`src/rtl/n_bit_adder_if.sv`:
```
// -----------------------------------------------------------------------------
// n_bit_adder_if
// Groups the operand and result signals of n_bit_adder.
//   WIDTH : operand / sum width in bits (>= 1)
//   a     : operand A, unsigned            (master -> slave)
//   b     : operand B, unsigned            (master -> slave)
//   cin   : carry into bit 0               (master -> slave)
//   sum   : registered low WIDTH bits      (slave -> master)
//   cout  : registered carry out of MSB    (slave -> master)
// Modports: master drives operands (testbench / upstream datapath),
//           slave is the adder itself.
// -----------------------------------------------------------------------------
interface n_bit_adder_if #(
    parameter int WIDTH = 4
);
    logic [WIDTH-1:0] a;
    logic [WIDTH-1:0] b;
    logic             cin;
    logic [WIDTH-1:0] sum;
    logic             cout;

    modport master (
        output a,
        output b,
        output cin,
        input  sum,
        input  cout
    );

    modport slave (
        input  a,
        input  b,
        input  cin,
        output sum,
        output cout
    );
endinterface

```
`src/rtl/n_bit_adder.sv`:
```
// -----------------------------------------------------------------------------
// n_bit_adder
// WIDTH-bit unsigned ripple-carry adder with carry-in / carry-out and
// registered outputs. One operation accepted per clock, back-to-back.
//
// Ports:
//   clk   : rising-edge clock for all registers
//   rst_n : synchronous, active-low reset (clears every register to 0)
//   bus   : n_bit_adder_if.slave -- a, b, cin in; sum, cout out
//
// Configuration macro:
//   N_BIT_ADDER_INPUT_REG_EN
//     undefined : operands feed the ripple chain directly, latency 1 cycle.
//     defined   : a, b, cin are captured in an input register first,
//                 latency 2 cycles. Arithmetic is identical either way.
// -----------------------------------------------------------------------------
module n_bit_adder #(
    parameter int WIDTH = 4
) (
    input  logic          clk,
    input  logic          rst_n,
    n_bit_adder_if.slave  bus
);

    // Operands as seen by the ripple chain (direct or registered).
    logic [WIDTH-1:0] op_a_s;
    logic [WIDTH-1:0] op_b_s;
    logic             op_cin_s;

    // Ripple chain: carry_s[i] is the carry into cell i.
    logic [WIDTH:0]   carry_s;
    logic [WIDTH-1:0] sum_s;

    // Output registers.
    logic [WIDTH-1:0] sum_r;
    logic             cout_r;

`ifdef N_BIT_ADDER_INPUT_REG_EN
    logic [WIDTH-1:0] a_r;
    logic [WIDTH-1:0] b_r;
    logic             cin_r;

    // Input capture stage; cleared with the rest of the pipe so a reset
    // mid-stream cannot leak a stale operand into the next result.
    always_ff @(posedge clk) begin
        if (!rst_n) begin
            a_r   <= '0;
            b_r   <= '0;
            cin_r <= 1'b0;
        end else begin
            a_r   <= bus.a;
            b_r   <= bus.b;
            cin_r <= bus.cin;
        end
    end

    assign op_a_s   = a_r;
    assign op_b_s   = b_r;
    assign op_cin_s = cin_r;
`else
    assign op_a_s   = bus.a;
    assign op_b_s   = bus.b;
    assign op_cin_s = bus.cin;
`endif

    assign carry_s[0] = op_cin_s;

    // One full-adder cell per bit; carry ripples LSB to MSB.
    for (genvar i = 0; i < WIDTH; i++) begin : g_fa
        assign sum_s[i]       = op_a_s[i] ^ op_b_s[i] ^ carry_s[i];
        assign carry_s[i+1]   = (op_a_s[i] & op_b_s[i])
                              | (carry_s[i] & (op_a_s[i] ^ op_b_s[i]));
    end

    // Result register; reset wins over loading a new result.
    always_ff @(posedge clk) begin
        if (!rst_n) begin
            sum_r  <= '0;
            cout_r <= 1'b0;
        end else begin
            sum_r  <= sum_s;
            cout_r <= carry_s[WIDTH];
        end
    end

    assign bus.sum  = sum_r;
    assign bus.cout = cout_r;

endmodule

```
`src/flat_wrapper.sv`:
```
// flat-port wrapper written by rule: the top's interface ports become plain ports
module n_bit_adder_flat 
#(
    parameter int WIDTH = 4
)
  (clk, rst_n, bus_a, bus_b, bus_cin, bus_sum, bus_cout);
  n_bit_adder_if #(.WIDTH(WIDTH)) bus_i ();
  input  logic clk;
  input  logic rst_n;
  input wire logic [$bits(bus_i.a)-1:0] bus_a;
  input wire logic [$bits(bus_i.b)-1:0] bus_b;
  input wire logic [$bits(bus_i.cin)-1:0] bus_cin;
  output wire logic [$bits(bus_i.sum)-1:0] bus_sum;
  output wire logic [$bits(bus_i.cout)-1:0] bus_cout;
  assign bus_i.a = bus_a;
  assign bus_i.b = bus_b;
  assign bus_i.cin = bus_cin;
  assign bus_sum = bus_i.sum;
  assign bus_cout = bus_i.cout;
  n_bit_adder #(.WIDTH(WIDTH)) u_core (.clk(clk), .rst_n(rst_n), .bus(bus_i));
endmodule
```
`config.mk`:
```
export PLATFORM = sky130hd
export DESIGN_NAME = n_bit_adder_flat
export DESIGN_NICKNAME = d
export VERILOG_FILES = /design/src/rtl/n_bit_adder_if.sv /design/src/rtl/n_bit_adder.sv /design/src/flat_wrapper.sv
export SDC_FILE = /design/constraint.sdc
export NUM_CORES = 1
export LEC_CHECK = 0
export ABC_AREA = 1
export BUFFER_PORTS_ARGS = -buffer_cell sky130_fd_sc_hd__clkbuf_2
export CAP_MARGIN = 20
export CORE_AREA = 2 2 39 41
export CTS_BUF_LIST = sky130_fd_sc_hd__clkbuf_8
export DETAILED_ROUTE_END_ITERATION = 7
export DIE_AREA = 0 0 41 43
export SYNTH_ARGS = -nofsm -noshare
export SYNTH_HDL_FRONTEND = slang
export SYNTH_SLANG_ARGS = --single-unit
```
`constraint.sdc`:
```
create_clock -name clk -period 1.8 [get_ports clk]
set_input_delay 0.18 -clock clk [delete_from_list [all_inputs] [get_ports clk]]
set_output_delay 0.18 -clock clk [all_outputs]
set_load 0.005 [all_outputs]
```
======== Yosys cells after proc, flatten, opt, wreduce, memory -nomap -nowiden ========
Index checks and enable logic that the tools add are counted.
storage, ports and cells
  bits in latches ......................... 0
  input bits .............................. 11
  register bits after elaboration ......... 5
  memory bits (read-only) ................. 0
  memories kept ........................... 0
  output and inout bits ................... 5
  RAM bits ................................ 0
  word-level logic and storage cells ...... 22
operators by class
  bitwise logic cells ..................... 20
  muxes and demuxes ....................... 0
  multiply operators ...................... 0
  shift-type cells ........................ 0
  eq/ne operators ......................... 0
  order comparisons ....................... 0
  div/mod/pow operators ................... 0
  reductions and logical operators ........ 0
  $add $sub $neg .......................... 0
operators with widths
  kind           number
  $and A1 B1 Y1  8
  $xor A1 B1 Y1  8
  $or A1 B1 Y1   4

======== Logic depth before layout (Yosys ltp) ========
Gate-level depths: netlist of the first run.
  depth in word-level cells ............... 9
  depth in mapped cells ................... 8
  mapped depth without buffers ............ 8

======== Worst setup path after synthesis of the first run ========
Ideal clock, no wire load.
  kind .................................... input -> register
  from .................................... input bus_cin
  to ...................................... register u_core.sum_r[3] (netlist: u_core.bus.sum[3])
  stages .................................. 8
  setup slack ............................. 0.011 ns
  path buffers ............................ 0
  setup time .............................. 0.064 ns
  arrival time ............................ 1.725 ns
  data required time ...................... 1.736 ns
  cells stage by stage .................... fa_1 > inv_1 > fa_1 > inv_1 > fa_1 > inv_1 > fa_1 > nor2_1
between the ends
  word-level cells in the longest chain between the ends .. 7
RTL lines
  what                  RTL line            RTL
  from (decl)           flat_wrapper.sv:12  input wire logic [$bits(bus_i.cin)-1:0] bus_cin;
  $and A1 B1 Y1         n_bit_adder.sv:72   | (carry_s[i] & (op_a_s[i] ^ op_b_s[i]));
  $or A1 B1 Y1          n_bit_adder.sv:72
  $and A1 B1 Y1         n_bit_adder.sv:72
  $or A1 B1 Y1          n_bit_adder.sv:72
  $and A1 B1 Y1         n_bit_adder.sv:72
  $or A1 B1 Y1          n_bit_adder.sv:72
  $xor A1 B1 Y1         n_bit_adder.sv:70   assign sum_s[i] = op_a_s[i] ^ op_b_s[i] ^ carry_s[i];
  to (signal assigned)  n_bit_adder.sv:81   sum_r <= sum_s;
  to (decl)             n_bit_adder.sv:35   logic [WIDTH-1:0] sum_r;
Every way passes these cells.
A chain may end at the register's enable or synchronous reset.

======== Final worst setup path of the first run ========
Same ends and word-level chain as after synthesis.

==> impl_metrics.env, run 1 <==
export IMPL_fmax_mhz=598
export IMPL_p_per_area_mw_per_mm2=1000
export IMPL_globalplace_congestion=0.577
export IMPL_drc=0
export IMPL_core_mm2=0.00138
export IMPL_mostFrequentLayoutCells="15 x clkbuf_2, 9 x inv_1, 5 x dfxtp_1"
export IMPL_via_count=197
export IMPL_clkTransAtPathRegs_ns=0.03
export IMPL_grt_first_pass_wirelength_um=545
export IMPL_synth_avg_cell_area_um2=9.85
export IMPL_worst_path_most_repeated_cell="fa_1"
export IMPL_drtPass1Iterations=1
export IMPL_drive_gt1_share_pct=48.8
export IMPL_fin_crit_ns=1.67
export IMPL_routedWlPerCell_um=6.56
export IMPL_final_area_um2=379
export IMPL_cts_tree="yes"
export IMPL_synth_area_leaders="dfxtp_1 42%, fa_1 34%, inv_1 14%"
export IMPL_dp_cells=55
export IMPL_rsz0062_at_grt="false"
export IMPL_place_area_um2=332
export IMPL_io_pins=16
export IMPL_fill_cells=154
export IMPL_setup_violations=0
export IMPL_hold_ws_ns=0.182
export IMPL_dp_slack_ns=-0.157
export IMPL_die_area_mm2=0.00176
export IMPL_yosysSeqAreaShare_pct=42.3
export IMPL_finalCritPeriodShare_pct=93.0
export IMPL_viasPerCell=3.34
export IMPL_grt_pass1_vias=184
export IMPL_synth_seq_cells=5
export IMPL_crit_path_end_kind="register"
export IMPL_yosysTopAreaCell="dfxtp_1"
export IMPL_switchingPower_uw=80.0
export IMPL_grt_start_max_net_pins=4
export IMPL_p_int_uw=299
export IMPL_crit_path_start_kind="input port"
export IMPL_synthCells=24
export IMPL_cap_viol_max_count=0
export IMPL_yosysTopAreaCellShare_pct=42.3
export IMPL_die_w_um=41
export IMPL_yosys_warnings=0
export IMPL_die_h_um=43
export IMPL_cts_sinks=5
export IMPL_critPathSlowestCell="fa_1"
export IMPL_diodes=0
export IMPL_swShare_pct=21.1
export IMPL_htree_levels=1
export IMPL_worst_slack_ns=0.126
export IMPL_area_growth_pct=60.3
export IMPL_crit_family="adder cells"
export IMPL_path_cells="clkbuf_2 -> fa_1 -> inv_1 -> fa_1 -> inv_1 -> fa_2 -> inv_2 -> fa_1 -> nor2_1"
export IMPL_seq_power_share_pct=33.5
export IMPL_arrival_ns=1.83
export IMPL_cp_max_fo=1
export IMPL_cp_num_buf_inv=4
export IMPL_grt_ovfl_total=0
export IMPL_routed_wl_um=387
export IMPL_ctsHoldBuffers=0
export IMPL_synthDistinctLibCells=6
export IMPL_peakVddDrop_v=0.000196
export IMPL_combPwrFrac_pct=14.7
export IMPL_worstMarginPinSlew_ns=0.0827
export IMPL_status="complete, no violations"
export IMPL_nets=59
export IMPL_clockRootBuffer="clkbuf_8"
export IMPL_critPathRequiredTime_ns=1.96
export IMPL_cts_made_buffers=3
export IMPL_worstSetupPathType="input port to register"
export IMPL_stdcell_count=59
export IMPL_clock_path_buffers=2
export IMPL_dp_hpwl_um=345
export IMPL_final_antenna_net_count=0
export IMPL_synthesis_area_um2=236
export IMPL_port_buffers=15
export IMPL_syn_num_nets=39
export IMPL_layout_commonest_cell="clkbuf_2"
export IMPL_p_clk_share_pct=51.8
export IMPL_drv_slew=0
export IMPL_drtIter0Drc=0
export IMPL_hold_viol_final=0
export IMPL_rows=14
export IMPL_p_leak_uw=0.000227
export IMPL_hold_class="input port to register"
export IMPL_cp_slowest_stage_delay_ns=0.40
export IMPL_antenna_found_initial=0
export IMPL_start_util_pct=17.1
export IMPL_relSlewSlack_pct=94.5
export IMPL_grtUsageTotal_pct=5.36
[logic make-up after synthesis]
| kind of cell | synth area share, % |
|---|---|
| AND/OR/NAND/NOR | 7.94 |
| adder cells (fa/ha/maj) | 33.9 |
| flip-flops | 42.3 |
| buffers and inverters | 15.9 |
[cells in the mapped netlist (all sizes together)]
master / n
fa: 4
dfxtp: 5
inv: 10
nand2: 2
nor2: 3
[worst paths after layout]
| check | from | depth (start not counted) | end |
|---|---|---|---|
| max | bus_cin | 9 | u_core.bus.sum[3] |
| min | rst_n | 3 | u_core.bus.sum[0] |
[state kept, by name, indices dropped and copies added, names as in the netlist]
signal / count
u_core.bus.cout: 1
u_core.bus.sum: 4
[metal layers]
metal	vias to the layer above	share of wire [%]	track usage (%)
met5	-	0	0
met4	0	5.7	12.0
met3	2	12	0
met2	11	50	7.50
met1	84	33	3.62
li1	100	-	-
[power groups by stage]
stage,registers (uW),logic (uW),clock network (uW)
2_1_floorplan,131,23.6,0
3_3_place_gp,128,54.5,0
3_5_place_dp,129,56.1,0
4_1_cts,127,56.6,203
5_1_grt,128,66.2,205
6_report,127,55.9,196
[cell type report]
type                       instances  area [um^2]  share of cell area (%)
timing repair buffer              15         75.1                    19.8
sequential                         5          100                    26.4
clock inverter                     1         3.75                   0.990
tap                               16         20.0                    5.28
multi-input combinational          9          101                    26.7
clock buffer                       3         41.3                    10.9
inverter                          10         37.5                    9.90
[timing repair]
| action | 4_1_cts | 5_1_grt |
|---|---|---|
| resized for setup | 0 | 2 |
| buffers inserted | 0 | 0 |
| endpoints found under the setup margin | 0 | 1 |
[metrics by stage]
step	TNS (ns)	total power [uW]	utilization [%]
finish	0	379	27.4
global route	0	399	27.4
CTS	0	387	27.2
detailed placement	-0.157	185	24.0
global placement	-0.153	183	24.0
floorplan	0	154	-
Note: power is estimated with default switching activity, not from simulation.
==> run 2, diff against run 1 <==
clock period = 1.7 ns   (was 1.8 ns; I/O delays follow)
==> run 2 against run 1 <==
Effect of this change: core utilization grew 0.36 points; sequential share of layout area shrank 0.34 points; worst setup slack lost 0.069 ns; clock power grew 7%; final area grew 1.3%; via count shrank 5.6%; combinational power grew 8.9%; clock-buffer cell count is the same; wire length grew 4.9%; hold slack gained 0.0020 ns; sequential power grew 6%; sequential cell count is the same; largest power group unchanged; highest routed layer is now met3.
==> impl_metrics.env, run 2 (synthesis gave the netlist of run 1 again) <==
export IMPL_status="complete, no violations"
export IMPL_cts_resized=0
export IMPL_clkTransAtPathRegs_ns=0.03
export IMPL_layout_commonest_cell="clkbuf_2"
export IMPL_hold_class="input port to register"
export IMPL_io_pins=16
export IMPL_arrival_ns=1.80
export IMPL_drc=0
export IMPL_fin_crit_ns=1.64
export IMPL_routedWlPerCell_um=6.88
export IMPL_multi_input_comb_area_um2=106
export IMPL_drive_gt1_share_pct=58.1
export IMPL_drtPass1Iterations=3
export IMPL_port_buffers=15
export IMPL_crit_path_end_kind="register"
export IMPL_cap_viol_max_count=0
export IMPL_fmax_mhz=609
export IMPL_cts_setup_buffers=0
export IMPL_core_mm2=0.00138
export IMPL_peakVddDrop_v=0.000175
export IMPL_diodes=0
export IMPL_cts_made_buffers=3
export IMPL_cts_tree="yes"
export IMPL_routed_wl_um=406
export IMPL_setup_violations=0
export IMPL_ctsHoldBuffers=0
export IMPL_rows=14
export IMPL_fill_cells=155
export IMPL_grt_pass1_vias=158
export IMPL_grt_ovfl_total=0
export IMPL_critPathSlowestCell="fa_1"
export IMPL_p_per_area_mw_per_mm2=1050
export IMPL_finalCritPeriodShare_pct=96.6
export IMPL_via_count=186
export IMPL_nets=59
export IMPL_grt_start_max_net_pins=4
export IMPL_drtIter0Drc=4
export IMPL_hold_viol_final=0
export IMPL_antenna_found_initial=0
export IMPL_tns_ns=0
export IMPL_start_util_pct=17.1
export IMPL_viasPerCell=3.15
export IMPL_cp_slowest_stage_delay_ns=0.40
export IMPL_cp_num_buf_inv=4
export IMPL_critPathRequiredTime_ns=1.86
export IMPL_area_growth_pct=62.4
export IMPL_crit_family="adder cells"
export IMPL_largest_register_ffs=4
export IMPL_relSlewSlack_pct=94.6
export IMPL_globalplace_congestion=0.574
export IMPL_die_area_mm2=0.00176
export IMPL_die_w_um=41
export IMPL_clock_path_buffers=2
export IMPL_seq_area_um2=100
export IMPL_worstSetupPathType="input port to register"
export IMPL_hold_ws_ns=0.184
export IMPL_grt_first_pass_wirelength_um=545
export IMPL_dp_hpwl_um=347
export IMPL_cts_sinks=5
export IMPL_path_cells="clkbuf_2 -> fa_2 -> inv_2 -> fa_2 -> inv_2 -> fa_2 -> inv_2 -> fa_1 -> nor2_1"
export IMPL_final_antenna_net_count=0
export IMPL_worstMarginPinSlew_ns=0.0802
export IMPL_clockRootBuffer="clkbuf_8"
export IMPL_rsz0062_at_grt="false"
export IMPL_cp_max_fo=1
export IMPL_crit_path_start_kind="input port"
export IMPL_p_leak_uw=0.000223
export IMPL_mostFrequentLayoutCells="15 x clkbuf_2, 7 x inv_1, 5 x dfxtp_1, 4 x inv_2"
export IMPL_htree_levels=1
export IMPL_die_h_um=43
export IMPL_drv_slew=0
export IMPL_grtUsageTotal_pct=5.76
## run 2: where the power goes
| part | internal (uW) | switching (uW) | total [uW] |
|---|---|---|---|
| logic | 31.7 | 29.2 | 60.9 |
| clock network | 154 | 54.3 | 209 |
| registers | 131 | 3.14 | 135 |
## run 2: area by class of cell
| cell class | instances | area share [%] |
|---|---|---|
| Clock buffer | 3 | 10.7 |
| Clock inverter | 1 | 0.977 |
| Inverter | 10 | 9.77 |
| Multi-Input combinational cell | 9 | 27.7 |
| Sequential cell | 5 | 26.1 |
| Tap cell | 16 | 5.21 |
| Timing Repair Buffer | 15 | 19.5 |
## run 2: worst min-delay path, stage by stage
cell and delay (ns):
clkbuf_2 0.11, nand2_1 0.05, inv_1 0.04
## run 2: per-stage QoR
stage                     setup WS (ns)  std cells  instance area (um^2)  power (uW)  utilization (%)
after floorplan                 -0.0536         24                   244         168                -
after global placement           -0.196         55                   339         198             24.5
after detailed placement         -0.215         55                   339         199             24.5
after CTS                        0.0111         59                   384         413             27.8
after global routing             0.0118         59                   384         429             27.8
final                            0.0577         59                   384         404             27.8
## run 2: routing by layer
metal	global-route usage [%]	vias to the layer above	part of all wire, %
met1	5.25	76	36
met2	6.25	9	54
met4	12.0	0	0
li1	-	101	-
met3	1.57	0	8.9
met5	0	-	0
## run 2: path summary, 6_finish.rpt
| check | startpoint | endpoint | slack, ns | depth (start not counted) |
|---|---|---|---|---|
| worst max-delay path | bus_a[0] | u_core.bus.sum[3] | 0.06 | 9 |
| worst min-delay path | rst_n | u_core.bus.sum[2] | 0.18 | 3 |
